[config.mk]
export PLATFORM = sky130hd
export DESIGN_NAME = pc_redirect_ctrl_flat
export DESIGN_NICKNAME = d
export VERILOG_FILES = /design/src/rtl/pc_redirect_ctrl_if.sv /design/src/rtl/pc_redirect_ctrl.sv /design/src/flat_wrapper.sv
export SDC_FILE = /design/constraint.sdc
export NUM_CORES = 1
export LEC_CHECK = 0
export ABC_AREA = 1
export CORE_MARGIN = 2
export CORE_UTILIZATION = 45
export DETAILED_ROUTE_END_ITERATION = 10
export GPL_TIMING_DRIVEN = 0
export PLACE_DENSITY_LB_ADDON = 0.08
export REMOVE_ABC_BUFFERS = 1
export SYNTH_ARGS = -nofsm -noshare
export SYNTH_HDL_FRONTEND = slang
export SYNTH_SLANG_ARGS = --single-unit
[constraint.sdc]
create_clock -name clk -period 1.9 [get_ports clk]
set_input_delay 0.38 -clock clk [delete_from_list [all_inputs] [get_ports clk]]
set_output_delay 0.38 -clock clk [all_outputs]
set_load 0.05 [all_outputs]
[src/rtl/pc_redirect_ctrl_if.sv]
// rtl/pc_redirect_ctrl_if.sv - EX-to-front-end redirect/stall control bundle
//
// Purpose: groups the branch-resolution inputs, the hazard/stall inputs and the
//          PC/pipeline-register control outputs of pc_redirect_ctrl.
// Ports (signals):
//   ex_valid, branch_ctrl[1:0], alu_target, imm_target   branch decision from EX
//   imem_stall, dmem_stall, load_use                     stall / hazard sources
//   redirect_valid, redirect_pc                          PC mux control
//   pc_write, ifid_write, ifid_flush, idex_flush         pipeline register control
//   hold_pending, redirect_cnt                           status / perf counter
// Modports: master = EX/hazard side (drives requests), slave = the controller.

interface pc_redirect_ctrl_if #(
    parameter int XLEN  = 32,
    parameter int CNT_W = 16
);
    logic             ex_valid;
    logic [1:0]       branch_ctrl;
    logic [XLEN-1:0]  alu_target;
    logic [XLEN-1:0]  imm_target;
    logic             imem_stall;
    logic             dmem_stall;
    logic             load_use;
    logic             redirect_valid;
    logic [XLEN-1:0]  redirect_pc;
    logic             pc_write;
    logic             ifid_write;
    logic             ifid_flush;
    logic             idex_flush;
    logic             hold_pending;
    logic [CNT_W-1:0] redirect_cnt;

    modport master (
        output ex_valid, branch_ctrl, alu_target, imm_target,
               imem_stall, dmem_stall, load_use,
        input  redirect_valid, redirect_pc, pc_write, ifid_write,
               ifid_flush, idex_flush, hold_pending, redirect_cnt
    );

    modport slave (
        input  ex_valid, branch_ctrl, alu_target, imm_target,
               imem_stall, dmem_stall, load_use,
        output redirect_valid, redirect_pc, pc_write, ifid_write,
               ifid_flush, idex_flush, hold_pending, redirect_cnt
    );
endinterface

[src/rtl/pc_redirect_ctrl.sv]
// rtl/pc_redirect_ctrl.sv - PC redirect, flush and stall sequencer for a 5-stage core
//
// Purpose: turns the resolved EX branch decision into a same-cycle PC redirect plus
//          IF/ID and ID/EX flushes, folds in load-use and memory stalls, parks a
//          redirect that resolves while instruction fetch is stalled (HOLD) and
//          replays it once fetch is ready. Counts redirect cycles (saturating).
// Ports:
//   clk   clock
//   rst   asynchronous active-low reset
//   bus   pc_redirect_ctrl_if.slave (branch inputs, stalls, pipeline controls)

module pc_redirect_ctrl #(
    parameter int XLEN  = 32,
    parameter int CNT_W = 16
) (
    input  logic                clk,
    input  logic                rst,
    pc_redirect_ctrl_if.slave   bus
);
    typedef enum logic {RUN = 1'b0, HOLD = 1'b1} state_t;

    state_t             state_q, state_d;
    logic [XLEN-1:0]    pend_pc_q, pend_pc_d;
    logic [CNT_W-1:0]   cnt_q, cnt_d;

    logic               req;
    logic [XLEN-1:0]    tgt;
    logic               redirect_valid_c;
    logic [XLEN-1:0]    redirect_pc_c;
    logic               pc_write_c;
    logic               ifid_write_c;
    logic               ifid_flush_c;
    logic               idex_flush_c;

    // branch_ctrl==3 is reserved and treated as sequential.
    assign req = bus.ex_valid && (bus.branch_ctrl == 2'd1 || bus.branch_ctrl == 2'd2);
    assign tgt = (bus.branch_ctrl == 2'd1) ? bus.alu_target : bus.imm_target;

    always_comb begin
        redirect_valid_c = 1'b0;
        redirect_pc_c    = tgt;
        pc_write_c       = 1'b1;
        ifid_write_c     = 1'b1;
        ifid_flush_c     = 1'b0;
        idex_flush_c     = 1'b0;
        state_d          = state_q;
        pend_pc_d        = pend_pc_q;

        if (bus.dmem_stall) begin
            // Whole pipeline frozen: nothing moves, nothing is flushed.
            pc_write_c   = 1'b0;
            ifid_write_c = 1'b0;
        end else if (state_q == HOLD) begin
            // EX content is ignored here; the parked target is the only authority.
            if (bus.imem_stall) begin
                pc_write_c   = 1'b0;
                ifid_write_c = 1'b0;
                idex_flush_c = 1'b1;
            end else begin
                redirect_valid_c = 1'b1;
                redirect_pc_c    = pend_pc_q;
                ifid_flush_c     = 1'b1;
                idex_flush_c     = 1'b1;
                state_d          = RUN;
            end
        end else if (req && !bus.imem_stall) begin
            redirect_valid_c = 1'b1;
            ifid_flush_c     = 1'b1;
            idex_flush_c     = 1'b1;
        end else if (req) begin
            // Fetch cannot accept the new PC yet: park it and bubble EX.
            pend_pc_d    = tgt;
            pc_write_c   = 1'b0;
            ifid_write_c = 1'b0;
            idex_flush_c = 1'b1;
            state_d      = HOLD;
        end else if (bus.load_use || bus.imem_stall) begin
            pc_write_c   = 1'b0;
            ifid_write_c = 1'b0;
            idex_flush_c = 1'b1;
        end
    end

    always_comb begin
        cnt_d = cnt_q;
        if (redirect_valid_c && (cnt_q != {CNT_W{1'b1}})) begin
            cnt_d = cnt_q + 1'b1;
        end
    end

    always_ff @(posedge clk or negedge rst) begin
        if (!rst) begin
            state_q   <= RUN;
            pend_pc_q <= '0;
            cnt_q     <= '0;
        end else begin
            state_q   <= state_d;
            pend_pc_q <= pend_pc_d;
            cnt_q     <= cnt_d;
        end
    end

    // Outputs are forced low for as long as reset is held.
    assign bus.redirect_valid = rst && redirect_valid_c;
    assign bus.redirect_pc    = rst ? redirect_pc_c : '0;
    assign bus.pc_write       = rst && pc_write_c;
    assign bus.ifid_write     = rst && ifid_write_c;
    assign bus.ifid_flush     = rst && ifid_flush_c;
    assign bus.idex_flush     = rst && idex_flush_c;
    assign bus.hold_pending   = rst && (state_q == HOLD);
    assign bus.redirect_cnt   = rst ? cnt_q : '0;
endmodule

[src/flat_wrapper.sv]
// flat-port wrapper written by rule: the top's interface ports become plain ports
module pc_redirect_ctrl_flat 
#(
    parameter int XLEN  = 32,
    parameter int CNT_W = 16
)
  (clk, rst, bus_ex_valid, bus_branch_ctrl, bus_alu_target, bus_imm_target, bus_imem_stall, bus_dmem_stall, bus_load_use, bus_redirect_valid, bus_redirect_pc, bus_pc_write, bus_ifid_write, bus_ifid_flush, bus_idex_flush, bus_hold_pending, bus_redirect_cnt);
  pc_redirect_ctrl_if #(.XLEN(XLEN), .CNT_W(CNT_W)) bus_i ();
  input  logic clk;
  input  logic rst;
  input wire logic [$bits(bus_i.ex_valid)-1:0] bus_ex_valid;
  input wire logic [$bits(bus_i.branch_ctrl)-1:0] bus_branch_ctrl;
  input wire logic [$bits(bus_i.alu_target)-1:0] bus_alu_target;
  input wire logic [$bits(bus_i.imm_target)-1:0] bus_imm_target;
  input wire logic [$bits(bus_i.imem_stall)-1:0] bus_imem_stall;
  input wire logic [$bits(bus_i.dmem_stall)-1:0] bus_dmem_stall;
  input wire logic [$bits(bus_i.load_use)-1:0] bus_load_use;
  output wire logic [$bits(bus_i.redirect_valid)-1:0] bus_redirect_valid;
  output wire logic [$bits(bus_i.redirect_pc)-1:0] bus_redirect_pc;
  output wire logic [$bits(bus_i.pc_write)-1:0] bus_pc_write;
  output wire logic [$bits(bus_i.ifid_write)-1:0] bus_ifid_write;
  output wire logic [$bits(bus_i.ifid_flush)-1:0] bus_ifid_flush;
  output wire logic [$bits(bus_i.idex_flush)-1:0] bus_idex_flush;
  output wire logic [$bits(bus_i.hold_pending)-1:0] bus_hold_pending;
  output wire logic [$bits(bus_i.redirect_cnt)-1:0] bus_redirect_cnt;
  assign bus_i.ex_valid = bus_ex_valid;
  assign bus_i.branch_ctrl = bus_branch_ctrl;
  assign bus_i.alu_target = bus_alu_target;
  assign bus_i.imm_target = bus_imm_target;
  assign bus_i.imem_stall = bus_imem_stall;
  assign bus_i.dmem_stall = bus_dmem_stall;
  assign bus_i.load_use = bus_load_use;
  assign bus_redirect_valid = bus_i.redirect_valid;
  assign bus_redirect_pc = bus_i.redirect_pc;
  assign bus_pc_write = bus_i.pc_write;
  assign bus_ifid_write = bus_i.ifid_write;
  assign bus_ifid_flush = bus_i.ifid_flush;
  assign bus_idex_flush = bus_i.idex_flush;
  assign bus_hold_pending = bus_i.hold_pending;
  assign bus_redirect_cnt = bus_i.redirect_cnt;
  pc_redirect_ctrl #(.XLEN(XLEN), .CNT_W(CNT_W)) u_core (.clk(clk), .rst(rst), .bus(bus_i));
endmodule
### After elaboration in Yosys (flattened, before gate mapping)

Index checks and enable logic that the tools add are counted.

* register bits: 49
* bits in latches: 0
* RAM bits: 0
* ROM bits: 0
* input port bits: 72
* output and inout bits: 54
* logic and storage cells: 45
* memories: 0

* add/subtract/negate cells: 1
* multiply operators: 0
* div/mod/pow operators: 0
* $lt $le $gt $ge: 0
* equal/unequal tests: 3
* shifts and indexed selects: 0
* multiplexer cells: 24
* bitwise logic cells: 3
* reduce and logical (&&, ||, !) cells: 11

Operators with widths (count)
* $mux 32: 5
* $mux 1: 18
* $add 16x1->16 const B: 1
* $mux 16: 1
* $ne 16x16->1 const B: 1
* $logic_and 1x1->1: 7
* $reduce_and 4->1: 1
* $not 1->1: 3
* $eq 2x1->1 const B: 1
* $eq 2x2->1 const B: 1
* $logic_or 1x1->1: 2
* $logic_not 1->1: 1

### Depth between registers and ports, before layout

Gate-level depths: netlist of run 1.

* word-level depth: 8
* depth in mapped cells: 11
* mapped depth without buffers: 10

### Worst setup path after synthesis of run 1

OpenSTA, ideal clock, no wires.

* kind: input -> output
* start point: in bus_branch_ctrl[1]
* end point: out bus_redirect_valid
* arrival: 2.134 ns
* data required time: 1.520 ns
* slack: -0.614 ns
* cell stages on the path: 10
* buffers on the path: 2
* cell sequence: inv_1 ha_1 inv_1 nand2_1 nand2_2 and2_4 buf_12 inv_2 nor2_1 buf_4

* cells in the longest elaborated chain, start to end: 8

RTL lines
* from (decl): line flat_wrapper.sv:12 `input wire logic [$bits(bus_i.branch_ctrl)-1:0] bus_branch_ctrl;`
* $eq 2x1->1 / $eq 2x2->1 (equally long branches): line pc_redirect_ctrl.sv:36 `assign req = bus.ex_valid && (bus.branch_ctrl == 2'd1 || bus.branch_ctrl == 2'd2);`
* $logic_or 1x1->1 (*): line pc_redirect_ctrl.sv:36
* $logic_and 1x1->1 (*): line pc_redirect_ctrl.sv:36
* $logic_and 1x1->1 (*): line pc_redirect_ctrl.sv:66 `end else if (req && !bus.imem_stall) begin`
* $mux 1 (*) (3 in a row)
* $logic_and 1x1->1 (*)
* to (decl): line flat_wrapper.sv:18 `output wire logic [$bits(bus_i.redirect_valid)-1:0] bus_redirect_valid;`

Mark *: on every way between the ends. The rest lies on a longest branch, timed or not.

### Worst setup path after layout of run 1

* start point: reg u_core.state_q
* end point: out bus_redirect_pc[14]

* cells in the longest elaborated chain, start to end: 3

RTL lines
* from (decl): line pc_redirect_ctrl.sv:22 `state_t state_q, state_d;`
* from (signal assigned): line pc_redirect_ctrl.sv:97 `state_q <= state_d;`
* $mux 32: line pc_redirect_ctrl.sv:53 `end else if (state_q == HOLD) begin`
* $mux 32: line pc_redirect_ctrl.sv:49 `if (bus.dmem_stall) begin`
* $mux 32: line pc_redirect_ctrl.sv:105 `assign bus.redirect_pc = rst ? redirect_pc_c : '0;`
* to (decl): line flat_wrapper.sv:19 `output wire logic [$bits(bus_i.redirect_pc)-1:0] bus_redirect_pc;`

Every way passes these cells.

==> metrics.txt, run 1 <==
Post-synth top flop dfrtp_1; Placed Cells 719; Worst Tran Pin Value approximately 0.52 ns; uppermost layer routed met4; final setup margin -0.157 ns; metal2 WL 6860 µm; Post-Layout Cell Count 777; worst-path cell chain nand2_8 > buf_12 > inv_8 > o21ai_1 > a21oi_1 > buf_4; ant diodes 0; status complete, but fails checks; slowest CP cell dfrtp_2; Initial Utilization 46.3%; Static Leakage between 3 and 4 nW; register area share after synthesis between 30% and 40%; CP Max Fanout 8; Core Region 7210 µm²; Final nets 751; Clock Sinks 49; Total Power 0.00387 W; DRT iter0 DRCs 283; IO Port Bufs between 100 and 150; share of cells above drive strength 1 29.9%; Final Hold Viols 0; total CTS buffers 5; Synth area leaders dfrtp_1 37%, nand2_1 13%, inv_1 11%; via count 4212; Total GRT Usage 28.9%; Crit path largest cell delay 0.47 ns; Mapped Area 3340 µm²; global-route wire length before repair about 19000 µm; Post-Route WL 13400 µm; die height 90.2 µm; Power per Cell Area 647 nW/µm²; met3 wire length 960 µm; worst rel slew slack 65.3%; RePlAce Congestion 0.862; total grt overflow 0; Clk Latency, worst-skew pair 0.31 ns; Commonest cells post-synth 118 x nand2_1, 100 x inv_1, 64 x a21oi_1, 57 x o21ai_0, 53 x nor2_1; largest net degree at the start of global routing 33; leading area contributor after synthesis dfrtp_1; Final min period ~2.1 ns; Post-synth EDFFs 0; number of synthesized register bits 49; Setup violations, final 33; final hold slack 0.0889 ns; synthesized area per cell 6.41 µm²; Final ANT Viol Nets 0; Worst Path Arrival 1.68 ns; fin. max-slew vios 0; Die ar. 8130 µm²; Metal-1 WL a little under 5000 µm; Critical Path Start Type register; failing checks setup timing; Clock Path Buffers 2; max-cap violations 0; DIE WIDTH 90.2 µm; Mapped Cells 521; vias in the first global route 3967; First-pass DRT Iterations 5; H-tree depth 2; critical path type reg2out; most common cell in the netlist nand2_1; Clock transition at path regs approximately 0.10 ns; period utilisation layout 108%; HP Class in2async; CP endpoint kind output port; Remaining DRCs 0; row count 31; CP required approximately 1.5 ns; filler cell count between 400 and 500; ys async rst share 100%; Synth warnings 0; Finished Core Util 83.0%; drt wl/cell 17.2 µm; CTS tree done; FMAX 486 MHz; routed vias/inst 5.42; RSZ-0062 raised after global routing yes; clock skew 0.0124 ns; Clock Tree Root clkbuf_8; antenna violations before repair 0; Yosys top cell area share 36.7%; HPWL Detailed 5860 µm; io pins around 130; Yosys cell types 26; VDD IR-drop max around 0.35 mV; P&R area growth vs syn 79.2%
==> final cells by class <==
| type | instances | area, µm² | area share [%] |
|---|---|---|---|
| Clock buffer | 7 | 86.3 | 1.44 |
| Clock inverter | 1 | 30.0 | 0.502 |
| Inverter | 103 | 410 | 6.86 |
| Multi-Input combinational cell | 340 | 2160 | 36.1 |
| Sequential cell | 49 | 1230 | 20.5 |
| Tap cell | 99 | 124 | 2.07 |
| Timing Repair Buffer | 172 | 1850 | 30.8 |
| Timing Repair inverter | 6 | 101 | 1.69 |
==> per-stage QoR <==
stage          TNS [ns]  cell area [µm²]  worst slack [ns]
2_1_floorplan    -53.09             3190             -1.02
5_1_grt           -2.62             5990            -0.174
3_5_place_dp     -86.15             4620             -1.57
3_3_place_gp    -337.92             4560             -3.33
4_1_cts           -1.26             5560            -0.125
6_report          -1.29             5990            -0.157
==> registers in the layout, summed over array words and instances (netlist names) <==
register,cells
u_core.pend_pc_q,32
u_core.cnt_q,16
u_core.state_q,1
==> critical path, delay by kind of cell, from the launching register on <==
| kind | cells | cell delay, ns |
|---|---|---|
| buffers and inverters | 3 | 0.51 |
| AND/OR/NAND/NOR | 1 | 0.11 |
| flip-flops | 1 | 0.47 |
| AO/OA/AOI/OAI | 2 | 0.27 |
==> kinds of logic after synthesis <==
family | after synthesis | synth area share, %
buffers and inverters | 132 | 16.2
XOR/XNOR | 6 | 1.57
AND/OR/NAND/NOR | 197 | 24.4
adder cells (fa/ha/maj) | 2 | 0.749
flip-flops | 49 | 36.7
AO/OA/AOI/OAI | 135 | 20.4
==> power by group <==
group | total, W | internal [W] | switching [W]
logic | 0.00164 | 0.000660 | 0.000982
registers | 0.00141 | 0.00128 | 0.000127
clock network | 0.000819 | 0.000430 | 0.000388
==> what timing repair did <==
action | 4_1_cts | 5_1_grt
hold endpoints to repair | 24 | 0
setup buffers | 29 | 11
gates cloned | 10 | 2
pin swaps | 29 | 22
endpoints found under the setup margin | 87 | 40
hold buffers | 1 | 0
resized for setup | 405 | 88
==> placed cells by master (no fill, tap or decap), types with 17 or more instances in the layout <==
master,count
a21oi_1,51
clkdlybuf4s50_1,65
nand2_1,88
dlygate4sd2_1,17
o21ai_1,22
inv_1,98
nand2_2,21
o21ai_4,24
nor2_1,51
buf_4,47
dfrtp_1,48
==> routing by layer <==
layer | vias up | global-route usage, %
met3 | 57 | 6.87
met5 | - | 0
li1 | 1923 | -
met1 | 2005 | 32.1
met2 | 227 | 52.3
met4 | 0 | 12.8
==> path summary, 6_finish.rpt <==
kind,endpoint,cells past startpoint,startpoint,slack (ns)
min,u_core.pend_pc_q[10]$_DFFE_PN0P_,2,rst,0.09
max reg2reg,u_core.cnt_q[10]$_DFFE_PN0P_,8,u_core.cnt_q[0]$_DFFE_PN0P_,0.27
max in group asynchronous,u_core.cnt_q[5]$_DFFE_PN0P_,2,rst,1.49
min in group clk,u_core.state_q$_DFFE_PN0N_,3,bus_imem_stall,0.45
max,bus_redirect_pc[14],6,u_core.state_q$_DFFE_PN0N_,-0.16
min reg2reg,u_core.pend_pc_q[7]$_DFFE_PN0P_,2,u_core.pend_pc_q[7]$_DFFE_PN0P_,0.52
Note: power is estimated with default switching activity, not from simulation.
==> inputs of run 2 (changes only) <==
Settings changed: REMOVE_ABC_BUFFERS 1 to not set, SKIP_CTS_REPAIR_TIMING set to 1.
==> run 2 against run 1 <==
  * The run still ends with setup timing left
  * Via count down 3.7%
  * Routed wire length down 6.4%
  * Largest power group unchanged
  * Fmax up 0.43%
  * Clock skew up 0.0053 ns
  * Critical endpoint is now bus_redirect_pc[1]
  * Combinational power up 6%
  * Largest cell class unchanged
==> metrics.txt, run 2 (same netlist as run 1, synthesis figures left out) <==
status complete, but fails checks; failing checks setup timing; worst-path cell chain clkdlybuf4s50_1 > inv_1 > o21ai_1 > o21ai_2 > a21oi_4 > buf_8; Post-Syn Nets 595; HPWL Detailed 7350 µm (+25%); CP Buf/Inv Count 3 (unchanged); Finished Core Util 83.9% (+0.94 points); Clock transition at path regs 0.10 ns (about the same); CP delay by family, top buffers and inverters; Clock Tree Root clkbuf_8; VDD IR-drop max 0.481 mV (+36%); Final min period 2.05 ns (-0.00873 ns); Clock Sinks 49 (unchanged); Core Region 7210 µm² (unchanged); internal power 0.00247 W (+4.3%); Critical Path Start Type input pin; global-route wire length before repair 16400 µm (-13%); Final nets 740 (-1.5%); max-cap violations 0 (unchanged); filler cell count 425 (-2.5%); CP required 1.52 ns (about the same); Clk Latency, worst-skew pair 0.32 ns (about the same); Total GRT Usage 24.1% (-4.8 points); antenna violations before repair 0 (unchanged); Seq pwr share 34.5% (-1.9 points); critical path type in2out; Worst Tran Pin Value 0.568 ns (+0.0456 ns); Crit path largest cell delay 0.47 ns (about the same); Comb pwr share 42.8% (+0.4 points); H-tree depth 2 (unchanged); worst rel slew slack 62.2% (-3.2 points); Final ANT Viol Nets 0 (unchanged); part of the power in the clock network 22.6% (+1.4 points); fin. max-slew vios 0 (unchanged); most common cell after layout, fill and taps aside nand2_1; GRT met1 Usage 27.9% (-4.2 points); max reg flops 32 (unchanged); Post-Route WL 12500 µm (-6.4%); busiest metal layer after global routing met2; routed vias/inst 5.29 (-2.4%); via count 4056 (-3.7%); Clock Path Buffers 2 (unchanged); First-pass DRT Iterations 4 (-1); Setup violations, final 32 (-3.0%); io pins 126 (unchanged); FMAX 488 MHz (+0.43%); total CTS buffers 5 (unchanged); vias in the first global route 3784 (-4.6%); IO Port Bufs 125 (unchanged); Initial Utilization 46.3% (unchanged); Static Leakage 2.90 nW (-4.6%); Reg2Reg Depth 8 (unchanged); final setup margin -0.149 ns (+0.00873 ns); P&R area growth vs syn 81.2%; Switching Share 39.2% (+0.56 points); sw power 0.00160 W (+6.7%); final hold slack 0.0128 ns (-0.0760 ns); row count 31 (unchanged); Remaining DRCs 0 (unchanged); met2 Usage GRT 44.7% (-7.6 points); CP Max Fanout 2 (-6); RSZ-0062 raised after global routing yes; CTS tree done; Largest Register u_core.pend_pc_q; share of cells above drive strength 1 31.6% (+1.7 points); period utilisation layout 108% (-0.46 points); largest net degree at the start of global routing 31 (-6.1%); die height 90.2 µm (unchanged); drt wl/cell 16.3 µm (-5.1%); Largest regs u_core.pend_pc_q (32), u_core.cnt_q (16), u_core.state_q (1); HP Class in2async; RePlAce Congestion 0.865 (+0.38%); CP endpoint kind output port; Power per Cell Area 673 nW/µm² (+4.0%); Worst Path Arrival 1.67 ns (about the same); DRT iter0 DRCs 182 (-36%); DIE WIDTH 90.2 µm (unchanged); Levels on crit path 6 (unchanged); Final Hold Viols 0 (unchanged); clock skew 0.0177 ns (+0.00530 ns); Global Route met3 Usage 5.36% (-1.5 points); slowest CP cell clkdlybuf4s50_1; Die ar. 8130 µm² (unchanged); commonest non-fill, non-tap cells in the layout 116 x nand2_1, 99 x inv_1, 65 x clkdlybuf4s50_1, 52 x nor2_1, 49 x dfrtp_1; total grt overflow 0 (unchanged)
run 2: worst paths after layout:
path	startpoint	endpoint	slack, ns
min in group clk	u_core.cnt_q[15]$_DFFE_PN0P_	u_core.cnt_q[15]$_DFFE_PN0P_	0.55
worst min register to register	u_core.cnt_q[15]$_DFFE_PN0P_	u_core.cnt_q[15]$_DFFE_PN0P_	0.55
worst min-delay path	rst	u_core.pend_pc_q[23]$_DFFE_PN0P_	0.01
worst max register to register	u_core.cnt_q[0]$_DFFE_PN0P_	u_core.cnt_q[11]$_DFFE_PN0P_	0.17
worst max-delay path	bus_imm_target[1]	bus_redirect_pc[1]	-0.15
max in group asynchronous	rst	u_core.cnt_q[11]$_DFFE_PN0P_	0.98
run 2: cell type report:
class	count	area, µm²	share of cell area [%]
Tap cell	99	124	2.05
Inverter	103	402	6.63
Buffer	27	280	4.63
Multi-Input combinational cell	340	2430	40.1
Clock buffer	5	68.8	1.14
Clock inverter	3	65.1	1.07
Timing Repair Buffer	139	1450	24.0
Sequential cell	49	1230	20.3
Antenna cell	1	2.50	0.0413
Timing Repair inverter	1	7.51	0.124
run 2: power by group through the flow:
stage	registers, W	logic (W)	clock network [W]
finish	0.00141	0.00174	0.000922
global route	0.00143	0.00186	0.000987
CTS	0.00139	0.00144	0.000908
detailed placement	0.00141	0.00143	0
global placement	0.00140	0.00139	0
floorplan	0.00138	0.00100	0
run 2: routing by layer:
metal,share of wire [%],wire length [µm]
met1,38,4780
met2,54,6740
met4,2.6,320
met3,5.5,693
met5,0,0
run 2: through the flow:
stage	TNS [ns]	area [µm²]	std cells	power, W	setup WS [ns]
2_1_floorplan	-0.148	3740	521	0.00239	-0.0633
3_3_place_gp	-211.42	5110	745	0.00279	-2.75
3_5_place_dp	-79.33	5130	746	0.00285	-1.46
4_1_cts	-66.74	5260	754	0.00374	-1.46
5_1_grt	-3.84	6050	766	0.00427	-0.177
6_report	-2.02	6050	767	0.00407	-0.149
==> inputs of run 3 (changes only) <==
Settings changed: ABC_AREA 1 to not set, CORE_UTILIZATION 45 to 43.
==> run 3 against run 2 <==
  * Synthesized cell count down 38%
  * The run still ends with setup timing left
  * Non-clock buffer count rose by 18
  * Flip-flop and latch count did not move
  * Area after synthesis down 13%
  * Combinational power about the same
  * Design area rose by 1.0%
  * First-iteration DRC count is 61% higher
  * Critical path depth is 1 lower
  * Global-route usage grew 0.25 points
  * Routed wire length rose by 21%
  * Critical endpoint is now bus_redirect_pc[11]
==> metrics.txt, run 3 <==
status complete, but fails checks; failing checks setup timing; Total GRT Usage 24.4% (+0.25 points); Post-Layout Cell Count 570 (-26%); Synth warnings 0 (unchanged); FMAX 474 MHz (-2.9%); routed vias/inst 6.45 (+22%); DIE WIDTH 86.3 µm (-4.3%); die height 86.3 µm (-4.3%); First-pass DRT Iterations 5 (+1); Worst Path Arrival 1.73 ns (+0.06 ns); fin. max-slew vios 0 (unchanged); DRT iter0 DRCs 293 (+61%); global-route wire length before repair 14400 µm (-12%); antenna violations before repair 0 (unchanged); leading area contributor after synthesis dfrtp_1; slowest CP cell dfrtp_2; CP Buf/Inv Count 3 (unchanged); filler cell count 173 (-59%); Clk Latency, worst-skew pair 0.31 ns (about the same); HPWL Detailed 6710 µm (-8.7%); CP delay by family, top buffers and inverters; critical path type reg2out; Setup violations, final 53 (+66%); total grt overflow 0 (unchanged); drt wl/cell 26.6 µm (+63%); H-tree depth 2 (unchanged); IO Port Bufs 125 (unchanged); Synth area leaders dfrtp_1 42%, mux2i_1 11%, a211oi_1 8.2%; r2r setup slk -0.08 ns (-0.25 ns); Commonest cells post-synth 49 x dfrtp_1, 41 x nand2_1, 37 x nor2_1, 33 x mux2i_1, 33 x o21ai_0; P&R area growth vs syn 110%; CP endpoint kind output port; max-cap violations 0 (unchanged); RSZ-0062 raised after global routing yes; most common cell in the netlist dfrtp_1; final hold slack 0.0113 ns (-0.00158 ns); Final nets 566 (-24%); max reg flops 32 (unchanged); Final ANT Viol Nets 0 (unchanged); Power per Cell Area 636 nW/µm² (-5.4%); Reg2Reg Depth 7 (-1); VDD IR-drop max 0.519 mV (+8.0%); Clock Path Buffers 2 (unchanged); io pins 126 (unchanged); row count 29 (-6.5%); Clock transition at path regs 0.10 ns (about the same); share of cells above drive strength 1 38.7% (+7.1 points); Clock Sinks 49 (unchanged); number of synthesized register bits 49 (unchanged); largest net degree at the start of global routing 41 (+32%); register area share after synthesis 42.1% (+5.4 points); Yosys cell types 33 (+27%); worst rel slew slack 59.5% (-2.7 points); Largest Register u_core.pend_pc_q; ys async rst share 100% (unchanged); Core Region 6460 µm² (-10%); CTS tree done; Static Leakage 2.75 nW (-5.1%); HP Class in2async; Final Hold Viols 0 (unchanged); ant diodes 0 (-1); FF/Latch Area 1230 µm² (+0.31%); Post-synth top flop dfrtp_1; worst-path cell chain buf_12 > nand2_8 > clkbuf_16 > a211oi_4 > buf_6; Mapped Area 2910 µm² (-13%); Post-Syn Nets 399 (-33%); total CTS buffers 5 (unchanged); area of the multi-input gates 2490 µm² (+2.7%); Die ar. 7450 µm² (-8.4%); Placed Cells 528 (-29%); via count 3677 (-9.3%); Setup crit start u_core.state_q$_DFFE_PN0N_; Largest regs u_core.pend_pc_q (32), u_core.cnt_q (16), u_core.state_q (1); Yosys top cell area share 42.1% (+5.4 points); CP required 1.52 ns (about the same); Critical Path Start Type register; Mapped Cells 325 (-38%); synthesized area per cell 8.96 µm² (+40%); Clock Tree Root clkbuf_8; clock skew 0.00756 ns (-0.0102 ns); vias in the first global route 2990 (-21%); Crit path largest cell delay 0.50 ns (+0.03 ns); Worst Tran Pin Value 0.607 ns (+0.0398 ns); crit path capture bus_redirect_pc[11]; reg-to-reg startpoint u_core.state_q$_DFFE_PN0N_; Remaining DRCs 0 (unchanged); period utilisation layout 111% (+3.2 points); Post-Route WL 15200 µm (+21%); Levels on crit path 5 (-1); CP Max Fanout 8 (+6); Initial Utilization 45.1% (-1.2 points); commonest non-fill, non-tap cells in the layout 65 x clkdlybuf4s50_1, 46 x dfrtp_1, 40 x nand2_1, 39 x buf_6, 33 x o21ai_0; final setup margin -0.209 ns (-0.0607 ns); most common cell after layout, fill and taps aside clkdlybuf4s50_1; Final min period 2.11 ns (+0.0607 ns); Post-synth EDFFs 0 (unchanged); Reg2Reg Capture Point u_core.pend_pc_q[13]$_DFFE_PN0P_; RePlAce Congestion 0.820 (-5.3%)
## run 3: cell types whose count changed in the layout (fill, tap and decap cells not counted), moves of 12 or more
cell and change:
a211oi_4 +32, a21oi_1 -31, a21oi_4 -31, and2_1 +18, clkbuf_2 -15, dlymetal6s2s_1 +12
inv_1 -99, mux2i_4 +30, nand2_1 -76, nor2_1 -21, o21ai_0 +28, o21ai_2 -29
o21ai_4 -31, xor2_1 +12
## run 3: worst min path at each step
stage | slack [ns] | end | depth (start not counted) | from
2_1_floorplan | 0.08 | u_core.cnt_q[0]$_DFFE_PN0P_ | 0 | rst
3_3_place_gp | 0.46 | u_core.pend_pc_q[24]$_DFFE_PN0P_ | 2 | u_core.pend_pc_q[24]$_DFFE_PN0P_
3_5_place_dp | 0.36 | u_core.pend_pc_q[5]$_DFFE_PN0P_ | 1 | rst
4_1_cts | 0.03 | u_core.pend_pc_q[5]$_DFFE_PN0P_ | 1 | rst
5_1_grt | 0.009 | u_core.cnt_q[12]$_DFFE_PN0P_ | 2 | rst
6_report | 0.01 | u_core.pend_pc_q[1]$_DFFE_PN0P_ | 2 | rst
## run 3: power breakdown
group	internal (W)	total, W	switching, W	leakage (nW)
registers	0.00126	0.00149	0.000229	0.627
logic	0.000777	0.00174	0.000967	2.08
clock network	0.000256	0.000656	0.000400	0.0439
## run 3: metal layers
layer	track usage (%)	wire length (µm)	vias up
met5	0	0	-
met4	7.95	962	0
met3	4.00	1300	98
met2	42.2	7500	326
met1	31.2	5400	1778
li1	-	-	1475
## run 3: final cells by class
| cell class | instances | share of cell area (%) |
|---|---|---|
| Tap cell | 77 | 1.58 |
| Clock buffer | 5 | 1.13 |
| Multi-Input combinational cell | 250 | 40.8 |
| Inverter | 2 | 0.389 |
| Sequential cell | 49 | 20.1 |
| Buffer | 23 | 4.52 |
| Clock inverter | 3 | 0.286 |
| Timing Repair Buffer | 161 | 31.2 |
## run 3: through the flow
stage          total power (W)  util (%)  TNS (ns)  instance area, µm²  setup slack, ns
6_report               0.00389      94.7     -5.58                6110           -0.209
4_1_cts                0.00341      78.5    -68.83                5070            -1.46
3_3_place_gp           0.00273      76.9   -264.39                4970            -3.92
5_1_grt                0.00400      94.7     -7.64                6110           -0.226
2_1_floorplan          0.00229         -    -0.320                3620          -0.0299
3_5_place_dp           0.00280      77.1    -83.97                4980            -1.46
## run 3: kinds of logic (layout without fill, tap and decap cells)
| group | count (synthesis) | count (layout) | synth area share, % |
|---|---|---|---|
| adder cells (fa/ha/maj) | 2 | 2 | 0.859 |
| flip-flops | 49 | 49 | 42.1 |
| XOR/XNOR | 12 | 12 | 3.61 |
| multiplexers | 35 | 35 | 12.2 |
| AO/OA/AOI/OAI | 71 | 71 | 15.2 |
| AND/OR/NAND/NOR | 129 | 130 | 22.0 |
| buffers and inverters | 27 | 194 | 3.95 |
## run 3: worst reg2reg max path: stages (launching register included)
cell and delay, ns:
dfrtp_2 0.50, buf_4 0.17, nor2_1 0.05, nand3_1 0.12, buf_2 0.26, clkbuf_1 0.46
nand2_1 0.18, o21ai_0 0.14
